===== config.mk =====
export PLATFORM = sky130hd
export DESIGN_NAME = fetch_unit
export DESIGN_NICKNAME = d
export VERILOG_FILES = /design/src/rtl/fetch_unit_pkg.sv /design/src/rtl/fetch_buf.sv /design/src/rtl/fetch_unit.sv
export SDC_FILE = /design/constraint.sdc
export NUM_CORES = 1
export LEC_CHECK = 0
export BUFFER_PORTS_ARGS = -buffer_cell sky130_fd_sc_hd__buf_2
export CAP_MARGIN = 20
export CORE_ASPECT_RATIO = 1.5
export CORE_MARGIN = 2
export CORE_UTILIZATION = 30
export DETAILED_ROUTE_END_ITERATION = 10
export PLACE_DENSITY_LB_ADDON = 0.3
export SYNTH_ARGS = -nofsm -noshare
export SYNTH_HDL_FRONTEND = slang
export SYNTH_SLANG_ARGS = --single-unit

===== constraint.sdc =====
create_clock -name i_clk -period 2.4 [get_ports i_clk]
set_input_delay 0.48 -clock i_clk [delete_from_list [all_inputs] [get_ports i_clk]]
set_output_delay 0.48 -clock i_clk [all_outputs]
set_load 0.05 [all_outputs]

===== src/rtl/fetch_unit_pkg.sv =====
// fetch_unit_pkg
// Shared definitions for the instruction fetch unit: FSM state encoding,
// the canonical NOP word and a small alignment helper.
// No ports.

package fetch_unit_pkg;

    typedef enum logic [1:0] {
        ST_IDLE = 2'd0,
        ST_REQ  = 2'd1,
        ST_WAIT = 2'd2,
        ST_DROP = 2'd3
    } fetch_state_t;

    localparam logic [31:0] INSTR_NOP = 32'h0000_0013;

    function automatic logic is_aligned(input logic [1:0] addr_lsb);
        return addr_lsb == 2'b00;
    endfunction

endpackage


===== src/rtl/fetch_buf.sv =====
// fetch_buf
// Synchronous FIFO holding fetched {pc, instr} pairs for the decoder.
// DEPTH must be a power of two so the pointers wrap naturally.
// Ports:
//   clk, rst_n          clock, async active-low reset
//   flush               drop all entries (wins over push/pop)
//   push, push_data     write an entry (accepted when not full, or full with pop)
//   pop, pop_data       remove the head entry; pop_data always shows the head
//   full, empty, count  occupancy status

module fetch_buf #(
    parameter int DEPTH = 2,
    parameter int WIDTH = 64
) (
    input  logic                     clk,
    input  logic                     rst_n,
    input  logic                     flush,
    input  logic                     push,
    input  logic [WIDTH-1:0]         push_data,
    input  logic                     pop,
    output logic [WIDTH-1:0]         pop_data,
    output logic                     full,
    output logic                     empty,
    output logic [$clog2(DEPTH):0]   count
);

    localparam int AW = $clog2(DEPTH);
    localparam int CW = AW + 1;

    logic [WIDTH-1:0] mem [DEPTH];
    logic [AW-1:0]    wr_ptr;
    logic [AW-1:0]    rd_ptr;
    logic [CW-1:0]    cnt;
    logic             do_push;
    logic             do_pop;

    assign do_pop  = pop && !empty;
    assign do_push = push && (!full || do_pop);

    always_ff @(posedge clk or negedge rst_n) begin
        if (!rst_n) begin
            wr_ptr <= '0;
            rd_ptr <= '0;
            cnt    <= '0;
            for (int i = 0; i < DEPTH; i++) begin
                mem[i] <= '0;
            end
        end else if (flush) begin
            wr_ptr <= '0;
            rd_ptr <= '0;
            cnt    <= '0;
        end else begin
            if (do_push) begin
                mem[wr_ptr] <= push_data;
                wr_ptr      <= wr_ptr + AW'(1);
            end
            if (do_pop) begin
                rd_ptr <= rd_ptr + AW'(1);
            end
            cnt <= cnt + CW'(do_push) - CW'(do_pop);
        end
    end

    assign pop_data = mem[rd_ptr];
    assign full     = (cnt == CW'(DEPTH));
    assign empty    = (cnt == '0);
    assign count    = cnt;

endmodule


===== src/rtl/fetch_unit.sv =====
// fetch_unit
// Instruction fetch front end: issues single-outstanding word fetches to
// instruction memory, buffers responses and presents them in order.
// Ports:
//   i_clk, i_rst_n                      clock, async active-low reset
//   o_imem_req/o_imem_addr/i_imem_gnt   request channel (held until granted)
//   i_imem_rvalid/i_imem_rdata          response channel
//   o_instr/o_pc/o_valid/i_ready        decoder handshake
//   i_redirect/i_redirect_pc            taken branch / jump target
//   o_misaligned                        sticky misaligned-target flag
//
// state   | meaning
// IDLE    | no room in buffer, or halted on a misaligned target
// REQ     | request driven, waiting for grant
// WAIT    | request granted, waiting for its response
// DROP    | response in flight belongs to a redirected-away stream; discard it

module fetch_unit
    import fetch_unit_pkg::*;
#(
    parameter logic [31:0] RESET_PC  = 32'h0000_0000,
    parameter int          BUF_DEPTH = 2
) (
    input  logic        i_clk,
    input  logic        i_rst_n,
    output logic        o_imem_req,
    output logic [31:0] o_imem_addr,
    input  logic        i_imem_gnt,
    input  logic        i_imem_rvalid,
    input  logic [31:0] i_imem_rdata,
    output logic [31:0] o_instr,
    output logic [31:0] o_pc,
    output logic        o_valid,
    input  logic        i_ready,
    input  logic        i_redirect,
    input  logic [31:0] i_redirect_pc,
    output logic        o_misaligned
);

    localparam int CW = $clog2(BUF_DEPTH) + 1;

    fetch_state_t  state;
    fetch_state_t  state_n;
    logic [31:0]   fetch_pc;
    logic [31:0]   fetch_pc_n;
    logic          misaligned;
    logic          misaligned_n;
    logic          req_q;
    logic          issue;
    logic          push;
    logic          pop;
    logic          in_flight;
    logic          target_ok;
    logic [CW-1:0] count;
    logic [CW-1:0] count_after;
    logic          buf_full;
    logic          buf_empty;
    logic [63:0]   head;

    // Redirect outranks every same-cycle push, pop and grant.
    assign issue       = req_q && i_imem_gnt;
    assign push        = (state == ST_WAIT) && i_imem_rvalid && !i_redirect;
    assign pop         = !buf_empty && i_ready && !i_redirect;
    assign count_after = count + CW'(push) - CW'(pop);
    assign target_ok   = is_aligned(i_redirect_pc[1:0]);

    // A response is still owed after this edge: either one was already
    // pending and does not arrive now, or a new request is being granted.
    assign in_flight = (((state == ST_WAIT) || (state == ST_DROP)) && !i_imem_rvalid)
                       || issue;

    always_comb begin
        state_n      = state;
        fetch_pc_n   = fetch_pc;
        misaligned_n = misaligned;
        if (i_redirect) begin
            if (target_ok) begin
                fetch_pc_n   = i_redirect_pc;
                misaligned_n = 1'b0;
            end else begin
                misaligned_n = 1'b1;
            end
            if (in_flight) begin
                state_n = ST_DROP;
            end else if (!target_ok) begin
                state_n = ST_IDLE;
            end else begin
                state_n = ST_REQ;
            end
        end else begin
            case (state)
                ST_IDLE: begin
                    if (!misaligned && (!buf_full || pop)) begin
                        state_n = ST_REQ;
                    end
                end
                ST_REQ: begin
                    if (issue) begin
                        state_n = ST_WAIT;
                    end
                end
                ST_WAIT: begin
                    if (i_imem_rvalid) begin
                        fetch_pc_n = fetch_pc + 32'd4;
                        state_n    = (count_after < CW'(BUF_DEPTH)) ? ST_REQ : ST_IDLE;
                    end
                end
                ST_DROP: begin
                    if (i_imem_rvalid) begin
                        state_n = (!misaligned && (count_after < CW'(BUF_DEPTH)))
                                  ? ST_REQ : ST_IDLE;
                    end
                end
                default: state_n = ST_IDLE;
            endcase
        end
    end

    // req_q mirrors "state is REQ" except during reset, where the FSM sits in
    // REQ but the request stays low until the first edge after release.
    always_ff @(posedge i_clk or negedge i_rst_n) begin
        if (!i_rst_n) begin
            state      <= ST_REQ;
            fetch_pc   <= RESET_PC;
            misaligned <= 1'b0;
            req_q      <= 1'b0;
        end else begin
            state      <= state_n;
            fetch_pc   <= fetch_pc_n;
            misaligned <= misaligned_n;
            req_q      <= (state_n == ST_REQ);
        end
    end

    fetch_buf #(
        .DEPTH (BUF_DEPTH),
        .WIDTH (64)
    ) u_buf (
        .clk       (i_clk),
        .rst_n     (i_rst_n),
        .flush     (i_redirect),
        .push      (push),
        .push_data ({fetch_pc, i_imem_rdata}),
        .pop       (pop),
        .pop_data  (head),
        .full      (buf_full),
        .empty     (buf_empty),
        .count     (count)
    );

    assign o_imem_req   = req_q;
    assign o_imem_addr  = fetch_pc;
    assign o_valid      = !buf_empty;
    assign o_pc         = head[63:32];
    assign o_instr      = head[31:0];
    assign o_misaligned = misaligned;

endmodule


==> reports/metrics.sh, run 1 <==
SYN_AREA_SQ_UM=7970
MIN_PERIOD_NS=2.27
WORST_SETUP_PATH_START_KIND='flip-flop'
GRT_START_MAX_NET_PINS=56
REG2REG_DEPTH=9
CLOCK_TREE_BUFFER_DEPTH=2
DESIGN.DIE.AREA_SQ_UM=27900
FINALWIRELENGTH_MM=20.5
VIOLATIONS='hold timing'
SLEW-LIMIT-HEADROOM_PCT=60.3
SETUP_TOTAL_NEGATIVE_SLACK_NS=0
ANTENNA_LEFT=0
CRITPATHCAPTURETYPE='output port'
SETUP_VIOL=0
POSTCTSRESIZEDCELLS=1
DRIVE_GT1_SHARE_PCT=53.9
IO_PINS=169
POWERDENSITY_nW_PER_UM2=1110
CRIT_REQUIRED_NS=1.92
AVG_WL_PER_CELL_UM=17.6
STD_CELL_ROWS=73
PLACE.GP.CONGESTION=0.800
ROUTED-VIA-COUNT=5709
SYNTH-EDFF-COUNT=0
CRIT-REG2REG-CAPTURE='o_imem_req'
NUMBER_OF_INPUT_AND_OUTPUT_PORT_BUFFERS_INSERTED=168
DIE_SPAN_IN_X_UM=137
CTS-BUFFERS-INSERTED=17
POST_CTS_BUFFERS=0
FMAX_MHz=441
SYNTH.YOSYS.WARNINGS=0
SETUP.REG_TO_REG.WORST_SLACK_NS=0.33
UNREPAIRED_SETUP_ENDPOINTS_AFTER_GLOBAL_ROUTING='false'
DP.FINAL_HPWL_MM=14.4
DRC_ERRORS=0
CTS_TREE='built'
MIN-DELAY-PATH-CLASS='in2async'
FINAL_MAX_SLEW_VIOL_COUNT=0
NETLIST-CELL-TYPE-COUNT=53
START_UTIL_PCT=30.3
LAYOUT_COMMONEST_CELL='sky130_fd_sc_hd__mux2_2'
MOST-COMMON-LAYOUT-CELLS='sky130_fd_sc_hd__mux2_2 (187), sky130_fd_sc_hd__buf_2 (167), sky130_fd_sc_hd__dfrtp_1 (166), sky130_fd_sc_hd__buf_4 (33), sky130_fd_sc_hd__nand2_1 (28)'
CLKTRANSATPATHREGS_NS=0.06
AREA_GROWTH_PCT=26.1
GRT_UTIL_ALL_LAYERS_PCT=15.2
NUM-NETS-FINAL=888
OUTCOME='finished, violations left'
NUMBER_OF_ANTENNA_VIOLATIONS_AT_THE_FIRST_CHECK_IN_GLOBAL_ROUTING=2
HOLD_VIOLATIONS=2
CLOCK_SKEW_NS=0.00673
WORSTMARGINPINSLEW_NS=0.596
CTS.SINK_COUNT=168
CLOCK_INSERTION_DELAY_WORST_SKEW_NS=0.44
FILLCELLCOUNT=2624
DIEHEIGHT_UM=204
WORSTREG2REGSTART='u_buf.count[1]'
POSTSYNTHCELLCOUNT=625
GRT_REMAINING_OVERFLOW=0
CRITPATHMAXFANOUT=23
SYNTH_SEQUENTIAL_AREA_RATIO_PCT=52.7
STATIC-LEAKAGE-POWER_nW=4.99
ASYNC_FLOP_SHARE_PCT=100
POSTCTSHOLDBUFS=0
CLOCK_TREE.ROOT_CELL='sky130_fd_sc_hd__clkbuf_16'
FP.COREAREA_SQ_UM=26300
SYNTH_FLOP_CELL='sky130_fd_sc_hd__dfrtp_1'
VIA_PER_INST=4.89
WORST_HOLD_SLACK_NS=-0.0106
VDD_IR_DROP_MAX_mV=0.579
CRITICAL_PATH_ARRIVAL_NS=1.79
TIMING.FINAL.CRIT_SHARE_PCT=94.6
SYNTH.NET_COUNT=699
GRT_PASS1_VIAS=5744
DRT_ITER0_DRC=214
YS_SEQ_ELEMENTS=168
POST_SYNTHESIS_AREA_PER_INSTANCE_SQ_UM=12.8
PATH_CLASS='reg2out'
GRT_PASS1_WL_MM=31.9
DRTPASS1ITERATIONS=4
CTS-HTREE-LEVELS=4
MAX-CAP-VIOLATIONS=0
worst max-delay path, stage by stage, from the launching register on:
cell	delay [ns]
sky130_fd_sc_hd__dfrtp_4	0.43
sky130_fd_sc_hd__buf_6	0.28
sky130_fd_sc_hd__mux2_2	0.40
sky130_fd_sc_hd__buf_2	0.22
synthesized netlist by cell type, drive strengths merged (7+ instances only):
cell type  count  share of area (%)
buf           22                1.6
nor3          11               0.69
a21oi         24                1.5
nand2         31                1.6
mux2i         18                2.3
and3           7               0.58
dfrtp        167                 52
nand3         11               0.85
clkbuf        17               0.80
mux2         192                 27
nor2          26                1.2
o22ai         23                1.8
final cells by class:
cell class	instances	area (sq um)	share of cell area, %
antenna	3	7.51	0.0747
sequential	168	4210	41.9
inverter	6	22.5	0.224
tap	337	422	4.19
timing repair buffer	209	1250	12.4
multi-input combinational	412	3570	35.5
clock buffer	24	482	4.79
clock inverter	8	97.6	0.971
worst max path at each step:
stage	start	to	slack, ns	depth (start not counted)
after floorplan	o_imem_addr[9]	o_imem_addr[31]	0.20	6
after global placement	i_redirect	u_buf.mem[84]	0.21	6
after detailed placement	i_redirect	o_imem_addr[28]	0.21	8
after CTS	u_buf.rd_ptr	o_pc[21]	0.07	3
after global routing	u_buf.rd_ptr	o_pc[8]	0.06	3
final	u_buf.rd_ptr	o_pc[30]	0.13	3
sequential cells by signal, summed over array words and instances, names as in the netlist:
register,flops
u_buf.mem,128
o_imem_addr,32
state,2
u_buf.count,2
o_imem_req,1
o_misaligned,1
u_buf.rd_ptr,1
u_buf.wr_ptr,1
routing by layer:
metal	GRT usage, %	up-vias	routed length, um
li1	-	2660	-
met1	17.7	2866	8380
met2	25.8	155	10500
met3	5.17	28	1280
met4	5.23	0	394
met5	0	-	0
where the power goes:
part           switching (W)  leakage (nW)  internal, W  total [W]
registers           0.000378          2.24      0.00349    0.00387
logic                0.00309          2.48      0.00148    0.00457
clock network        0.00113         0.276      0.00161    0.00274
kinds of logic after synthesis:
| group | after synthesis | share of synthesized area [%] |
|---|---|---|
| DFF | 168 | 52.7 |
| and+or+nand+nor | 125 | 8.76 |
| buffers and inverters | 45 | 2.67 |
| AOI/OAI and AO/OA | 67 | 5.16 |
| muxes | 210 | 29.4 |
| adders and majority gates | 4 | 0.628 |
| xor gates and xnor gates | 6 | 0.659 |
per-stage QoR:
stage / utilization (%) / area (sq um) / total power, W / cells / setup WS [ns]
after detailed placement: 36.0 / 9470 / 0.00855 / 1132 / 0.214
after global routing: 38.2 / 10100 / 0.0117 / 1165 / 0.0578
final: 38.2 / 10100 / 0.0112 / 1167 / 0.130
after CTS: 38.2 / 10000 / 0.0113 / 1164 / 0.0718
after global placement: 36.0 / 9470 / 0.00849 / 1132 / 0.214
after floorplan: - / 7970 / 0.00737 / 625 / 0.199
(Power assumes the default switching activity.)
==> run 2, diff against run 1 <==
--- a/config.mk
+++ b/config.mk
@@ -9,7 +9,7 @@
 export CAP_MARGIN = 20
 export CORE_ASPECT_RATIO = 1.5
 export CORE_MARGIN = 2
-export CORE_UTILIZATION = 30
+export CORE_UTILIZATION = 55
 export DETAILED_ROUTE_END_ITERATION = 10
 export PLACE_DENSITY_LB_ADDON = 0.3
 export SYNTH_ARGS = -nofsm -noshare
==> run 2 against run 1 <==
Effect of this change:
- the flow now finishes without violations
- via count up 0.88%
- global-route usage is 9.8 points higher
- combinational power shrank 2%
- critical path depth unchanged
- sequential share of layout area up 1.3 points
- largest power group unchanged
- wire length shrank 9.5%
- sequential power rose by 2%
- total power decreased by 2.1%
- flip-flop and latch count unchanged
==> reports/metrics.sh, run 2 (synthesized netlist as in run 1, its figures left out) <==
CTS-HTREE-LEVELS=4  # unchanged
AREA_GROWTH_PCT=22.2  # was 26.1%
HOLD_VIOLATIONS=0  # was 2
CRITPATHMAXFANOUT=15  # was 23
SETUP_TOTAL_NEGATIVE_SLACK_NS=0  # unchanged
FINAL_MAX_SLEW_VIOL_COUNT=0  # unchanged
POST_CTS_BUFFERS=0  # unchanged
DRC_ERRORS=0  # unchanged
AVG_WL_PER_CELL_UM=18.4  # was 17.6 um
NUM-NETS-FINAL=877  # was 888
LAYOUT_COMMONEST_CELL='sky130_fd_sc_hd__mux2_2'  # unchanged
GRT_REMAINING_OVERFLOW=0  # unchanged
FINISH.INSTANCE_AREA_SQ_UM=9740  # was 10,100 sq um
NUMBER_OF_ANTENNA_VIOLATIONS_AT_THE_FIRST_CHECK_IN_GLOBAL_ROUTING=2  # unchanged
CP_CELL_SEQUENCE='buf_4, mux2_2, buf_2'  # was buf_6, mux2_2, buf_2
PATH_CLASS='reg2out'  # unchanged
FMAX_MHz=432  # was 441 MHz
GRT_PASS1_VIAS=6132  # was 5,744
GRT_START_MAX_NET_PINS=50  # was 56
DRT_ITER0_DRC=263  # was 214
CELL_TYPE_OF_THE_SLOWEST_STAGE_ON_THE_WORST_TIMING_PATH='sky130_fd_sc_hd__dfrtp_4'  # unchanged
CRIT_REQUIRED_NS=1.92  # about the same
FILLCELLCOUNT=1032  # was 2,624
DIE_SPAN_IN_X_UM=102  # was 137 um
DPL-INSTANCE-AREA_SQ_UM=9180  # was 9470 sq um
VDD_IR_DROP_MAX_mV=0.519  # was 0.579 mV
DESIGN.DIE.AREA_SQ_UM=15500  # was 27,900 sq um
CLOCK_SKEW_NS=0.0103  # was 0.00673 ns
GRT_PASS1_WL_MM=30.0  # was 31.9 mm
ROUTED-VIA-COUNT=5759  # was 5,709
PLACE.GP.CONGESTION=0.834  # was 0.800
CRITPATHCAPTURETYPE='output port'  # unchanged
MIN-DELAY-PATH-CLASS='in2reg'  # was in2async
FP.COREAREA_SQ_UM=14100  # was 26,300 sq um
GRT_UTIL_ALL_LAYERS_PCT=24.9  # was 15.2%
CTS-BUFFERS-INSERTED=17  # unchanged
SLEW-LIMIT-HEADROOM_PCT=66.0  # was 60.3%
CELLINTERNALPOWER_W=0.00629  # was 0.00658 W
STD_CELL_ROWS=53  # was 73
WORSTMARGINPINSLEW_NS=0.505  # was 0.596 ns
CTS_TREE='built'  # unchanged
DRTPASS1ITERATIONS=4  # unchanged
SETUP_VIOL=0  # unchanged
CLOCK_TREE_BUFFER_DEPTH=2  # unchanged
VIA_PER_INST=5.70  # was 4.89
CLOCK_TREE.ROOT_CELL='sky130_fd_sc_hd__clkbuf_16'  # unchanged
MIN_PERIOD_NS=2.31  # was 2.27 ns
START_UTIL_PCT=56.4  # was 30.3%
NETSWITCHINGPOWER_W=0.00466  # was 0.00459 W
ANTENNA_LEFT=0  # unchanged
IO_PINS=169  # unchanged
MOST-COMMON-LAYOUT-CELLS='sky130_fd_sc_hd__mux2_2 (187), sky130_fd_sc_hd__buf_2 (167), sky130_fd_sc_hd__dfrtp_1 (166), sky130_fd_sc_hd__nand2_1 (28), sky130_fd_sc_hd__nor2_1 (26)'  # was sky130_fd_sc_hd__mux2_2 (187), sky130_fd_sc_hd__buf_2 (167), sky130_fd_sc_hd__dfrtp_1 (166), sky130_fd_sc_hd__buf_4 (33), sky130_fd_sc_hd__nand2_1 (28)
WORST_SETUP_PATH_START_KIND='flip-flop'  # unchanged
DIEHEIGHT_UM=151  # was 204 um
UNREPAIRED_SETUP_ENDPOINTS_AFTER_GLOBAL_ROUTING='false'  # unchanged
TIMING.FINAL.CRIT_SHARE_PCT=96.5  # was 94.6%
LARGEST-REGISTER='u_buf.mem'  # unchanged
POWER.SHARE.SEQUENTIAL_PCT=36.2  # was 34.6%
DRIVE_GT1_SHARE_PCT=53.4  # was 53.9%
STATIC-LEAKAGE-POWER_nW=4.91  # was 4.99 nW
MAX-CAP-VIOLATIONS=0  # unchanged
POWERDENSITY_nW_PER_UM2=1120  # was 1110 nW/um^2
FINALWIRELENGTH_MM=18.6  # was 20.5 mm
CLOCK_POWER_SHARE_PCT=23.0  # was 24.5%
POWER.SWITCHING_FRACTION_PCT=42.6  # was 41.1%
CRIT_PATH_MAX_INCR_DELAY_NS=0.59  # was 0.43 ns
CRITICAL_PATH_ARRIVAL_NS=1.83  # was 1.79 ns
CTS.SINK_COUNT=168  # unchanged
CLOCK_INSERTION_DELAY_WORST_SKEW_NS=0.41  # was 0.44 ns
OUTCOME='finished clean'  # was finished, violations left
DP.FINAL_HPWL_MM=13.3  # was 14.4 mm
COMB_POWER_SHARE_PCT=40.8  # was 40.9%
NUMBER_OF_INPUT_AND_OUTPUT_PORT_BUFFERS_INSERTED=168  # unchanged
LARGEST_REGISTER_FFS=128  # unchanged
CLKTRANSATPATHREGS_NS=0.06  # about the same
==> run 2: cell count changes in the layout (fill, tap and decap cells not counted), moves of 2 or more <==
| cell | before | now |
|---|---|---|
| sky130_fd_sc_hd__buf_4 | 33 | 23 |
| sky130_fd_sc_hd__clkbuf_8 | 3 | 0 |
| sky130_fd_sc_hd__clkinv_2 | 3 | 0 |
| sky130_fd_sc_hd__clkinv_4 | 0 | 3 |
| sky130_fd_sc_hd__inv_8 | 0 | 3 |
| sky130_fd_sc_hd__bufinv_16 | 2 | 0 |
| sky130_fd_sc_hd__clkbuf_1 | 4 | 2 |
| sky130_fd_sc_hd__clkinvlp_4 | 3 | 5 |
| sky130_fd_sc_hd__inv_6 | 0 | 2 |
==> run 2: area by class of cell <==
class | instances | area [sq um] | area share [%]
clock buffer | 19 | 433 | 4.44
multi-input combinational | 412 | 3570 | 36.6
inverter | 6 | 22.5 | 0.231
timing repair buffer | 198 | 1150 | 11.8
antenna | 2 | 5.00 | 0.0514
sequential | 168 | 4210 | 43.2
clock inverter | 13 | 115 | 1.18
tap | 192 | 240 | 2.47
==> run 2: power groups by stage <==
stage	sequential [W]	combinational (W)	clock, W
global route	0.00405	0.00471	0.00270
global placement	0.00393	0.00439	0
finish	0.00396	0.00446	0.00252
floorplan	0.00415	0.00322	0
detailed placement	0.00400	0.00448	0
CTS	0.00395	0.00449	0.00256
==> run 2: worst paths after layout <==
check / from / endpoint / slack [ns] / cells after the start
setup / recovery: u_buf.rd_ptr / o_pc[31] / 0.09 / 3
hold / removal: i_imem_rdata[6] / u_buf.mem[6] / 0.31 / 2
setup reg to reg: u_buf.count[1] / o_imem_req / 0.26 / 9
hold reg to reg: u_buf.mem[109] / u_buf.mem[109] / 0.50 / 1
max in group asynchronous: i_rst_n / u_buf.mem[7] / 1.05 / 3
min in group asynchronous: i_rst_n / u_buf.mem[93] / 0.53 / 2
==> run 2: worst max-delay path, delay by kind of cell (launching register included) <==
family	cells	cell delay [ns]
multiplexers	1	0.36
flip-flops	1	0.59
buffers and inverters	2	0.47
==> run 2: layer usage <==
metal / global-route usage, % / share of wire [%] / vias up / routed length [um]
met2: 44.3 / 54 / 182 / 9990
met4: 10.9 / 2.7 / 0 / 497
met5: 0 / 0 / - / 0
met1: 29.0 / 39 / 2908 / 7260
met3: 4.72 / 4.6 / 31 / 848
li1: - / - / 2638 / -
==> run 2: repair_timing <==
item	4_1_cts	5_1_grt
setup endpoints to repair	8	0
hold endpoints to repair	34	0
hold buffers	1	0
resized for setup	1	0
==> run 2: through the flow <==
step	hold WS, ns	setup WS, ns	instances	total power, W	utilization (%)
3_3_place_gp	0.393	0.215	975	0.00832	65.0
3_5_place_dp	0.396	0.164	975	0.00848	65.0
6_report	0.312	0.0851	1010	0.0109	69.0
2_1_floorplan	0.184	0.199	625	0.00737	-
4_1_cts	0.295	0.0516	1008	0.0110	69.0
5_1_grt	0.295	0.0103	1010	0.0115	69.0
